==> src/rtl/mole_grid_renderer.sv <==
// mole_grid_renderer
// Draws a COLS x ROWS whack-a-mole grid onto a 640x480 pixel stream.
// Mole requests are latched once per frame so the picture never tears,
// accepted hits start a per-hole flash that counts down in frames, and
// the pixel path is a two-stage pipeline that advances on the pixel strobe.

module mole_grid_renderer #(
    parameter int COLS         = 3,
    parameter int ROWS         = 3,
    parameter int ORIGIN_X     = 100,
    parameter int ORIGIN_Y     = 60,
    parameter int CELL_W       = 80,
    parameter int CELL_H       = 80,
    parameter int PITCH_X      = 180,
    parameter int PITCH_Y      = 140,
    parameter int FLASH_FRAMES = 30,
    parameter int CENTER_SKIP  = 1,
    localparam int N           = COLS * ROWS
) (
    input  logic         CLK,
    input  logic         RST_BTN,
    input  logic         i_pix_stb,
    input  logic [9:0]   i_x,
    input  logic [8:0]   i_y,
    input  logic         i_active,
    input  logic         i_frame_start,
    input  logic [N-1:0] i_mole,
    input  logic [N-1:0] i_hit,
    output logic [N-1:0] o_hit_accepted,
    output logic [3:0]   VGA_R,
    output logic [3:0]   VGA_G,
    output logic [3:0]   VGA_B
);

    // ------------------------------------------------------------------
    // Derived constants
    // ------------------------------------------------------------------
    localparam int FW = $clog2(FLASH_FRAMES + 1);
    localparam int CW = (COLS > 1) ? $clog2(COLS) : 1;
    localparam int RW = (ROWS > 1) ? $clog2(ROWS) : 1;
    localparam int KW = (N > 1) ? $clog2(N) : 1;

    // The centre marker only exists when the grid has a true centre hole.
    localparam bit SKIP_EN  = (CENTER_SKIP != 0) && ((COLS % 2) == 1) && ((ROWS % 2) == 1);
    localparam int CENTER_K = (ROWS / 2) * COLS + (COLS / 2);

    localparam logic [N-1:0]  CENTER_MASK = SKIP_EN ? (N'(1) << CENTER_K) : '0;
    localparam logic [KW-1:0] CENTER_IDX  = KW'(CENTER_K);
    localparam logic [FW-1:0] FLASH_LOAD  = FW'(FLASH_FRAMES);

    // Playfield bounding box, half-open on the high side.
    localparam logic [10:0] PF_X_LO = 11'(ORIGIN_X);
    localparam logic [10:0] PF_X_HI = 11'(ORIGIN_X + (COLS - 1) * PITCH_X + CELL_W);
    localparam logic [10:0] PF_Y_LO = 11'(ORIGIN_Y);
    localparam logic [10:0] PF_Y_HI = 11'(ORIGIN_Y + (ROWS - 1) * PITCH_Y + CELL_H);

    localparam logic [11:0] RGB_BLACK = 12'h000;
    localparam logic [11:0] RGB_GRID  = 12'hF00;
    localparam logic [11:0] RGB_MARK  = 12'h00F;
    localparam logic [11:0] RGB_HIT   = 12'hFF0;
    localparam logic [11:0] RGB_MOLE  = 12'h0F0;

    // ------------------------------------------------------------------
    // Hole state: latched moles, flash counters, hit pulses
    // ------------------------------------------------------------------
    logic [N-1:0]  mole_disp_reg;
    logic [FW-1:0] flash_reg [N];
    logic [N-1:0]  hit_pulse_reg;
    logic [N-1:0]  flash_nz;
    logic [N-1:0]  hit_accept;
    logic [N-1:0]  mole_next;

    // The centre bit is cleared at latch time so it can never be hit.
    assign mole_next = i_mole & ~CENTER_MASK;

    genvar gi;
    generate
        for (gi = 0; gi < N; gi++) begin : g_hole
            assign flash_nz[gi]   = (flash_reg[gi] != '0);
            // A hole takes a hit only while its mole is shown and it is not already flashing.
            assign hit_accept[gi] = i_hit[gi] & mole_disp_reg[gi] & ~flash_nz[gi];
        end
    endgenerate

    // Per-frame mole latch, flash countdown (load beats decrement) and hit pulses.
    always_ff @(posedge CLK) begin
        if (!RST_BTN) begin
            mole_disp_reg <= '0;
            hit_pulse_reg <= '0;
            for (int k = 0; k < N; k++) begin
                flash_reg[k] <= '0;
            end
        end else begin
            hit_pulse_reg <= hit_accept;
            if (i_frame_start) begin
                mole_disp_reg <= mole_next;
            end
            for (int k = 0; k < N; k++) begin
                if (hit_accept[k]) begin
                    flash_reg[k] <= FLASH_LOAD;
                end else if (i_frame_start && flash_nz[k]) begin
                    flash_reg[k] <= flash_reg[k] - 1'b1;
                end
            end
        end
    end

    assign o_hit_accepted = hit_pulse_reg;

    // ------------------------------------------------------------------
    // Stage 1 decode: compare-only column/row lookup
    // ------------------------------------------------------------------
    logic [10:0]     pix_x;
    logic [10:0]     pix_y;
    logic [COLS-1:0] col_match;
    logic [ROWS-1:0] row_match;

    assign pix_x = {1'b0, i_x};
    assign pix_y = {2'b00, i_y};

    generate
        for (gi = 0; gi < COLS; gi++) begin : g_col
            localparam logic [10:0] C_LO = 11'(ORIGIN_X + gi * PITCH_X);
            localparam logic [10:0] C_HI = 11'(ORIGIN_X + gi * PITCH_X + CELL_W);
            assign col_match[gi] = (pix_x >= C_LO) && (pix_x < C_HI);
        end
        for (gi = 0; gi < ROWS; gi++) begin : g_row
            localparam logic [10:0] R_LO = 11'(ORIGIN_Y + gi * PITCH_Y);
            localparam logic [10:0] R_HI = 11'(ORIGIN_Y + gi * PITCH_Y + CELL_H);
            assign row_match[gi] = (pix_y >= R_LO) && (pix_y < R_HI);
        end
    endgenerate

    logic [CW-1:0] col_idx_next;
    logic [RW-1:0] row_idx_next;
    logic          in_pf_next;
    logic          in_hole_next;

    // Encode the one-hot column/row matches; pitch >= cell size keeps them one-hot.
    always_comb begin
        col_idx_next = '0;
        row_idx_next = '0;
        for (int c = 0; c < COLS; c++) begin
            if (col_match[c]) begin
                col_idx_next = CW'(c);
            end
        end
        for (int r = 0; r < ROWS; r++) begin
            if (row_match[r]) begin
                row_idx_next = RW'(r);
            end
        end
        in_pf_next   = (pix_x >= PF_X_LO) && (pix_x < PF_X_HI) &&
                       (pix_y >= PF_Y_LO) && (pix_y < PF_Y_HI);
        in_hole_next = (|col_match) && (|row_match);
    end

    // ------------------------------------------------------------------
    // Stage 2: colour selection using hole state at stage-2 time
    // ------------------------------------------------------------------
    logic [CW-1:0] s1_col_reg;
    logic [RW-1:0] s1_row_reg;
    logic          s1_in_pf_reg;
    logic          s1_in_hole_reg;
    logic          s1_active_reg;
    logic [11:0]   colour_reg;
    logic [11:0]   colour_next;
    logic [KW-1:0] hole_k;

    assign hole_k = KW'(s1_row_reg * COLS + s1_col_reg);

    // Colour priority: blanking, outside, grid, centre marker, flash, mole.
    always_comb begin
        colour_next = RGB_BLACK;
        if (!s1_active_reg || !s1_in_pf_reg) begin
            colour_next = RGB_BLACK;
        end else if (!s1_in_hole_reg) begin
            colour_next = RGB_GRID;
        end else if (SKIP_EN && (hole_k == CENTER_IDX)) begin
            colour_next = RGB_MARK;
        end else if (flash_nz[hole_k]) begin
            colour_next = RGB_HIT;
        end else if (mole_disp_reg[hole_k]) begin
            colour_next = RGB_MOLE;
        end
    end

    // Pixel pipeline: both stages step together on each pixel strobe and hold otherwise.
    always_ff @(posedge CLK) begin
        if (!RST_BTN) begin
            s1_col_reg     <= '0;
            s1_row_reg     <= '0;
            s1_in_pf_reg   <= 1'b0;
            s1_in_hole_reg <= 1'b0;
            s1_active_reg  <= 1'b0;
            colour_reg     <= '0;
        end else if (i_pix_stb) begin
            s1_col_reg     <= col_idx_next;
            s1_row_reg     <= row_idx_next;
            s1_in_pf_reg   <= in_pf_next;
            s1_in_hole_reg <= in_hole_next;
            s1_active_reg  <= i_active;
            colour_reg     <= colour_next;
        end
    end

    assign VGA_R = colour_reg[11:8];
    assign VGA_G = colour_reg[7:4];
    assign VGA_B = colour_reg[3:0];

endmodule

==> config.mk <==
export PLATFORM = sky130hd
export DESIGN_NAME = mole_grid_renderer
export DESIGN_NICKNAME = d
export VERILOG_FILES = /design/src/rtl/mole_grid_renderer.sv
export SDC_FILE = /design/constraint.sdc
export NUM_CORES = 1
export LEC_CHECK = 0
export BUFFER_PORTS_ARGS = -buffer_cell sky130_fd_sc_hd__buf_4
export CORE_UTILIZATION = 52
export DETAILED_ROUTE_END_ITERATION = 6
export PLACE_DENSITY = 0.77
export SLEW_MARGIN = 10
export SYNTH_ARGS = -nofsm -noshare
export SYNTH_HDL_FRONTEND = slang
export SYNTH_SLANG_ARGS = --single-unit
==> constraint.sdc <==
create_clock -name CLK -period 2.8 [get_ports CLK]
set_clock_uncertainty 0.15 [all_clocks]
set_input_delay 0.84 -clock CLK [delete_from_list [all_inputs] [get_ports CLK]]
set_output_delay 0.84 -clock CLK [all_outputs]
set_load 0.01 [all_outputs]
==> summary.md, run 1 <==
| Metric | Value |
|---|---|
| Die Area | a little over 0.008 mm² |
| Share of the synthesized area in the top cell type | 0.3292 |
| Final #Nets | around 540 |
| DR WL/cell | between 15 and 20 µm |
| Drt drc | 0 |
| EDFF count, synth | 45 |
| Layout Cells excl Fill | 582 |
| CTS root buf | clkbuf_8 |
| Relative slew slack | 0.6214 |
| Crit path arrival time | 3.05 ns |
| First-pass detailed-route iteration total | 4 |
| Min-delay worst type | flop to flop |
| Clock Path Buffers | 2 |
| Dpl cells | approximately 560 |
| Share of cells above drive strength 1 | 0.2792 |
| Mapped Cells | 397 |
| Total GRT Usage | 0.2285 |
| Sequential area share after synthesis | 0.4560 |
| Row cnt | 32 |
| Area of the multi-input gates | about 0.002 mm² |
| Wire length of the first global-routing pass | approximately 15000 µm |
| PnR worst setup slack | -0.1434 ns |
| Wire length on met2 | roughly 4400 µm |
| Synth area leaders | edfxtp_1, dfxtp_1, ha_1, nor4b_4, nor2_1 |
| CP dominant cell by count | inv_2 |
| Diodes inserted | 0 |
| # fillers | roughly 600 |
| Crit path depth | 12 |
| Crit path buffers/inverters | 4 |
| Total power | approximately 2.8 mW |
| Register Area | roughly 0.0019 mm² |
| Startpoint types | flop |
| Met3 WL post-DR | 560 µm |
| Post-Syn Nets | approximately 460 |
| Final ANT Viol Nets | 0 |
| Placer Congestion | ~0.94 |
| Worst slew pin tran | approximately 0.57 ns |
| Vias | between 3000 and 4000 |
| Yosys cell types | 56 |
| Cts bufs inserted | 9 |
| Worst-path clk slew | ~0.070 ns |
| CP endpoint kind | flop |
| Final wirelength | between 9000 and 10000 µm |
| Final setup violation count | 2 |
| Leakage power | about 2.1 nW |
| IO Pins | 63 |
| Reg-to-reg slack, setup | -0.14 ns |
| RSZ-0062 raised after global routing | yes |
| IO Port Bufs | 55 |
| Largest net degree at the start of global routing | 22 |
| Hpwl dp | 6733 µm |
| Crit-path cells | inv_2 -> fa_1 -> inv_1 -> ha_2 -> inv_2 -> fa_2 -> buf_4 -> nand2b_4 -> nor3_1 -> nor4b_4 -> o311a_1 -> o31ai_1 |
| Failing checks | negative setup slack |
| Critical Path RT | about 2.9 ns |
| Area Growth Syn to Fin | 22.65% |
| Initial Util | 0.5340 |
| Sink Count | between 70 and 80 |
| Slowest CP cell | fa_2 |
| Die H | around 90 µm |
| Core Area | between 0.007 and 0.008 mm² |
| Worst Reg-to-Reg Cells | 12 |
| Clock latency on the worst-skew pair | 0.36 ns |
| Initial antenna violation count | 0 |
| Yosys Warn Count | 0 |
| Crit path time final | 2.943 ns |
| Synth Register Bits | a little over 70 |
| H-tree depth | 3 |
| Worst path top cell family by delay | adder cells |
| Outcome | complete, but fails checks |
| Grt ovf | 0 |
| Max Cap Viol | 0 |
| Max incr delay on CP | 0.58 ns |
| Synth Area per Inst | 10.34 µm² |
| Top routing layer used | met4 |
| CTS tree | built |
| Most common cell after layout, fill and taps aside | buf_4 |
| Maximum vdd drop | 0.0003163 V |
| Final TNS setup | -0.2305 ns |
| Hold depth | 2 |
| Max-slew violations | 0 |
| Commonest cells after routing, fill and taps aside | buf_4, edfxtp_1, nor2_1 |
| Worst Path Max Fanout | 5 |
| Fmax | between 300 and 400 MHz |
| PwrDens | 556.7 mW/mm² |
| M1 WL | roughly 3900 µm |
| Fin crit share | 1.051 |
| Fin. Hold Viols | 0 |
| Mapped Area | 0.004105 mm² |
| Top_reg_cell synth | edfxtp_1 |
| Ys async rst share | 0 |
| Max reg flops | 45 |
| Yosys top cell by area | edfxtp_1 |
| Critical path class | flop to flop |
| Iteration-0 DRC Markers | between 200 and 250 |
| Chip width | approximately 90 µm |
| Via-per-instance ratio | about 5.6 |
| Vias in the first global route | about 3200 |
[metal layers]
metal	vias up	GRT usage
li1	1587	-
met2	109	0.3813
met5	-	0
met1	1545	0.2816
met3	20	0.05556
met4	0	0.09788
[cell usage after synthesis, types with 4 or more instances]
cell and n:
edfxtp_1 45, nor2_1 43, a21oi_1 31, inv_1 30, dfxtp_1 26, nor3_1 22, nand2_1 21, ha_1 20
xnor2_1 17, nand3_1 13, mux2i_1 12, buf_4 10, xor2_1 10, nor4b_4 7, o211ai_1 7, nand4_1 5
nor2_2 5, o21ai_0 5, nand2b_1 4, nor4b_1 4, o21ai_1 4
[metrics by stage]
stage                     instance area, µm²  setup WS, ns    util  hold slack, ns
after global placement                  4733      -0.09507  0.6157          0.3423
after floorplan                         4111   -0.00006373       -          0.2911
after CTS                               4966      -0.07787  0.6460          0.3668
after detailed placement                4733       -0.2186  0.6157          0.3489
final                                   5035       -0.1434  0.6549          0.3610
after global routing                    5035       -0.2138  0.6549          0.4158
[logic make-up after synthesis]
logic type	share of synthesized area
compound gates	0.1231
fa+ha+maj	0.07071
simple gates	0.1963
mux	0.03475
flops	0.4560
buf+inv	0.06065
xor+xnor	0.05760
other cells	0.0009135
[tightest hold or removal path: cells and delay by family, from the launching register on]
| kind | cells | cell delay (ns) |
|---|---|---|
| DFF | 1 | 0.34 |
| and+or+nand+nor | 1 | 0.07 |
| AOI/OAI and AO/OA | 1 | 0.06 |
[repair_timing]
action / 4_1_cts / 5_1_grt
setup endpoints to repair: 2 / 2
setup buffers: 1 / 2
pin swaps: 2 / 3
cloned: 0 / 0
endpoints found under the hold margin: 0 / 0
gates resized for setup: 5 / 14
hold buffers: 0 / 0
[layout make-up]
type | instances | area share
Inverter | 30 | 0.02237
Tap cell | 102 | 0.02535
Multi-Input combinational cell | 276 | 0.4088
Clock buffer | 11 | 0.02609
Clock inverter | 5 | 0.01441
Timing Repair Buffer | 87 | 0.1305
Sequential cell | 71 | 0.3725
[final timing paths]
check,start,end
max,s1_col_reg[1],colour_reg[10]
min,s1_col_reg[0],s1_col_reg[0]
max reg2reg,s1_col_reg[1],colour_reg[10]
min reg2reg,s1_col_reg[0],s1_col_reg[0]
[power by group]
part | switching [mW] | total (mW) | internal [mW]
Combinational | 0.311 | 0.602 | 0.292
Sequential | 0.0966 | 1.33 | 1.23
Clock | 0.377 | 0.872 | 0.495
No activity file was read; power rests on OpenSTA's default activity.
==> run 2, diff against run 1 <==
--- a/config.mk
+++ b/config.mk
@@ -5,10 +5,10 @@
 export SDC_FILE = /design/constraint.sdc
 export NUM_CORES = 1
 export LEC_CHECK = 0
-export BUFFER_PORTS_ARGS = -buffer_cell sky130_fd_sc_hd__buf_4
-export CORE_UTILIZATION = 52
+export CORE_UTILIZATION = 58
 export DETAILED_ROUTE_END_ITERATION = 6
-export PLACE_DENSITY = 0.77
+export DONT_BUFFER_PORTS = 1
+export PLACE_DENSITY = 0.76
 export SLEW_MARGIN = 10
 export SYNTH_ARGS = -nofsm -noshare
 export SYNTH_HDL_FRONTEND = slang
==> summary.md, run 2 (synthesis results as in run 1) <==
| Metric | Value |
|---|---|
| Outcome | complete, but fails checks (unchanged) |
| Failing checks | negative setup slack (unchanged) |
| Startpoint types | flop (unchanged) |
| CTS Hold Bufs | 0 (unchanged) |
| CP endpoint kind | flop (unchanged) |
| Critical path class | flop to flop (unchanged) |
| Max incr delay on CP | 0.52 ns (was 0.58 ns) |
| CTS tree | built (unchanged) |
| Util after Layout | 0.6690 (was 0.6549) |
| Area Growth Syn to Fin | 11.34% (was 22.65%) |
| # fillers | 539 (was 597) |
| Chip width | 86.13 µm (was 90.85 µm) |
| Final TNS setup | -0.2042 ns (was -0.2305 ns) |
| Crit path time final | 2.905 ns (was 2.943 ns) |
| Fin. Hold Viols | 0 (unchanged) |
| First-pass detailed-route iteration total | 4 (unchanged) |
| Max Cap Viol | 0 (unchanged) |
| IO Port Bufs | 0 (was 55) |
| Leakage power | 1.794 nW (was 2.099 nW) |
| Largest net degree at the start of global routing | 29 (was 22) |
| Max-slew violations | 0 (unchanged) |
| Initial Util | 0.6009 (was 0.5340) |
| Critical Path RT | 2.86 ns (was 2.91 ns) |
| Sink Count | 71 (unchanged) |
| Clock latency on the worst-skew pair | 0.34 ns (was 0.36 ns) |
| Die H | 86.13 µm (was 90.85 µm) |
| Placer Congestion | 0.8608 (was 0.9443) |
| Most common cell after layout, fill and taps aside | edfxtp_1 (was buf_4) |
| Max reg flops | 45 (unchanged) |
| RSZ-0062 raised after global routing | yes (unchanged) |
| Commonest cells after routing, fill and taps aside | edfxtp_1, nor2_1, a21oi_1 (was buf_4, edfxtp_1, nor2_1) |
| Final #Nets | 481 (was 539) |
| Vias | 2995 (was 3261) |
| Fmax | 344.3 MHz (was 339.7 MHz) |
| CTS root buf | clkbuf_8 (unchanged) |
| Final wirelength | 8464 µm (was 9015 µm) |
| Relative slew slack | 0.4926 (was 0.6214) |
| Min-delay worst type | flop to flop (unchanged) |
| H-tree depth | 3 (unchanged) |
| Clock Path Buffers | 2 (unchanged) |
| Die Area | 0.007418 mm² (was 0.008254 mm²) |
| IO Pins | 63 (unchanged) |
| Crit-path cells | inv_2 -> fa_1 -> inv_1 -> ha_2 -> inv_2 -> fa_2 -> nand2b_1 -> buf_4 -> nor3_1 -> nor4b_1 -> o311a_1 -> o31ai_1 (was inv_2 -> fa_1 -> inv_1 -> ha_2 -> inv_2 -> fa_2 -> buf_4 -> nand2b_4 -> nor3_1 -> nor4b_4 -> o311a_1 -> o31ai_1) |
| Wire length of the first global-routing pass | 14320 µm (was 14810 µm) |
| Worst-path clk slew | 0.07 ns (about the same) |
| Crit path arrival time | 2.97 ns (was 3.05 ns) |
| Final setup violation count | 2 (unchanged) |
| Core Area | 0.006832 mm² (was 0.007687 mm²) |
| Area of the multi-input gates | 0.002038 mm² (was 0.002058 mm²) |
| Initial antenna violation count | 0 (unchanged) |
| Vias in the first global route | 3085 (was 3246) |
| Share of cells above drive strength 1 | 0.1754 (was 0.2792) |
| Grt ovf | 0 (unchanged) |
| Total GRT Usage | 0.2494 (was 0.2285) |
| PnR worst setup slack | -0.1047 ns (was -0.1434 ns) |
| Final ANT Viol Nets | 0 (unchanged) |
| CP dominant cell by count | inv_2 (unchanged) |
| DR WL/cell | 16.34 µm (was 15.49 µm) |
| Via-per-instance ratio | 5.782 (was 5.603) |
| Slowest CP cell | fa_1 (was fa_2) |
| Fin crit share | 1.037 (was 1.051) |
| Register Area | 0.001874 mm² (was 0.001876 mm²) |
| Drt drc | 0 (unchanged) |
| Worst slew pin tran | 0.7531 ns (was 0.5655 ns) |
| Iteration-0 DRC Markers | 132 (was 204) |
| Cts bufs inserted | 9 (unchanged) |
| Worst Path Max Fanout | 6 (was 5) |
| Row cnt | 30 (was 32) |
| PwrDens | 583.2 mW/mm² (was 556.7 mW/mm²) |
| Hpwl dp | 6376 µm (was 6733 µm) |
| Maximum vdd drop | 0.0004366 V (was 0.0003163 V) |
| Diodes inserted | 0 (unchanged) |
-- run 2: metal layers --
| metal | part of all wire | GRT usage | routed length, µm | up-vias |
|---|---|---|---|---|
| li1 | - | - | - | 1467 |
| met1 | 0.43 | 0.3061 | 3605 | 1442 |
| met2 | 0.50 | 0.4257 | 4243 | 69 |
| met3 | 0.050 | 0.05775 | 426 | 17 |
| met4 | 0.022 | 0.09697 | 189 | 0 |
| met5 | 0 | 0 | 0 | - |
-- run 2: timing repair --
| action | CTS | global route |
|---|---|---|
| pin swaps | 7 | 4 |
| endpoints found under the setup margin | 2 | 3 |
| gates resized for setup | 13 | 1 |
| buffers inserted | 2 | 2 |
-- run 2: layout make-up --
cell class | instances | area share
Tap cell | 96 | 0.02628
Inverter | 30 | 0.02464
Sequential cell | 71 | 0.4101
Clock buffer | 12 | 0.03175
Multi-Input combinational cell | 276 | 0.4459
Clock inverter | 4 | 0.01013
Timing Repair Buffer | 29 | 0.05119
-- run 2: worst paths after layout --
kind                               startpoint        endpoint  slack (ns)  depth (start not counted)
worst max register to register  s1_row_reg[0]  colour_reg[10]       -0.10                         12
worst min register to register  s1_active_reg   s1_active_reg        0.36                          2
worst min-delay path            s1_active_reg   s1_active_reg        0.36                          2
worst max-delay path            s1_row_reg[0]  colour_reg[10]       -0.10                         12
-- run 2: per-stage QoR --
step                      hold slack (ns)  total power, mW  setup WS, ns  instances  instance area (µm²)
final                              0.3638            2.666       -0.1047        518                 4571
after global routing               0.4090            2.780       -0.2308        518                 4571
after CTS                          0.3653            2.677      -0.09857        516                 4549
after detailed placement           0.3487            1.867       -0.2099        498                 4295
after global placement             0.3454            1.841       -0.2215        498                 4295
after floorplan                    0.2911            1.726   -0.00006373        397                 4111
-- run 2: critical path: cells and delay by family, from the launching register on --
kind                       cells  cell delay [ns]
AOI/OAI and AO/OA              2             0.36
adders and majority gates      3             1.16
buffers and inverters          4             0.26
DFF                            1             0.33
and+or+nand+nor                3             0.51
-- run 2: power breakdown --
| group | switching [mW] | total [mW] | internal, mW |
|---|---|---|---|
| clock | 0.370 | 0.802 | 0.432 |
| sequential | 0.0971 | 1.33 | 1.23 |
| combinational | 0.275 | 0.535 | 0.259 |
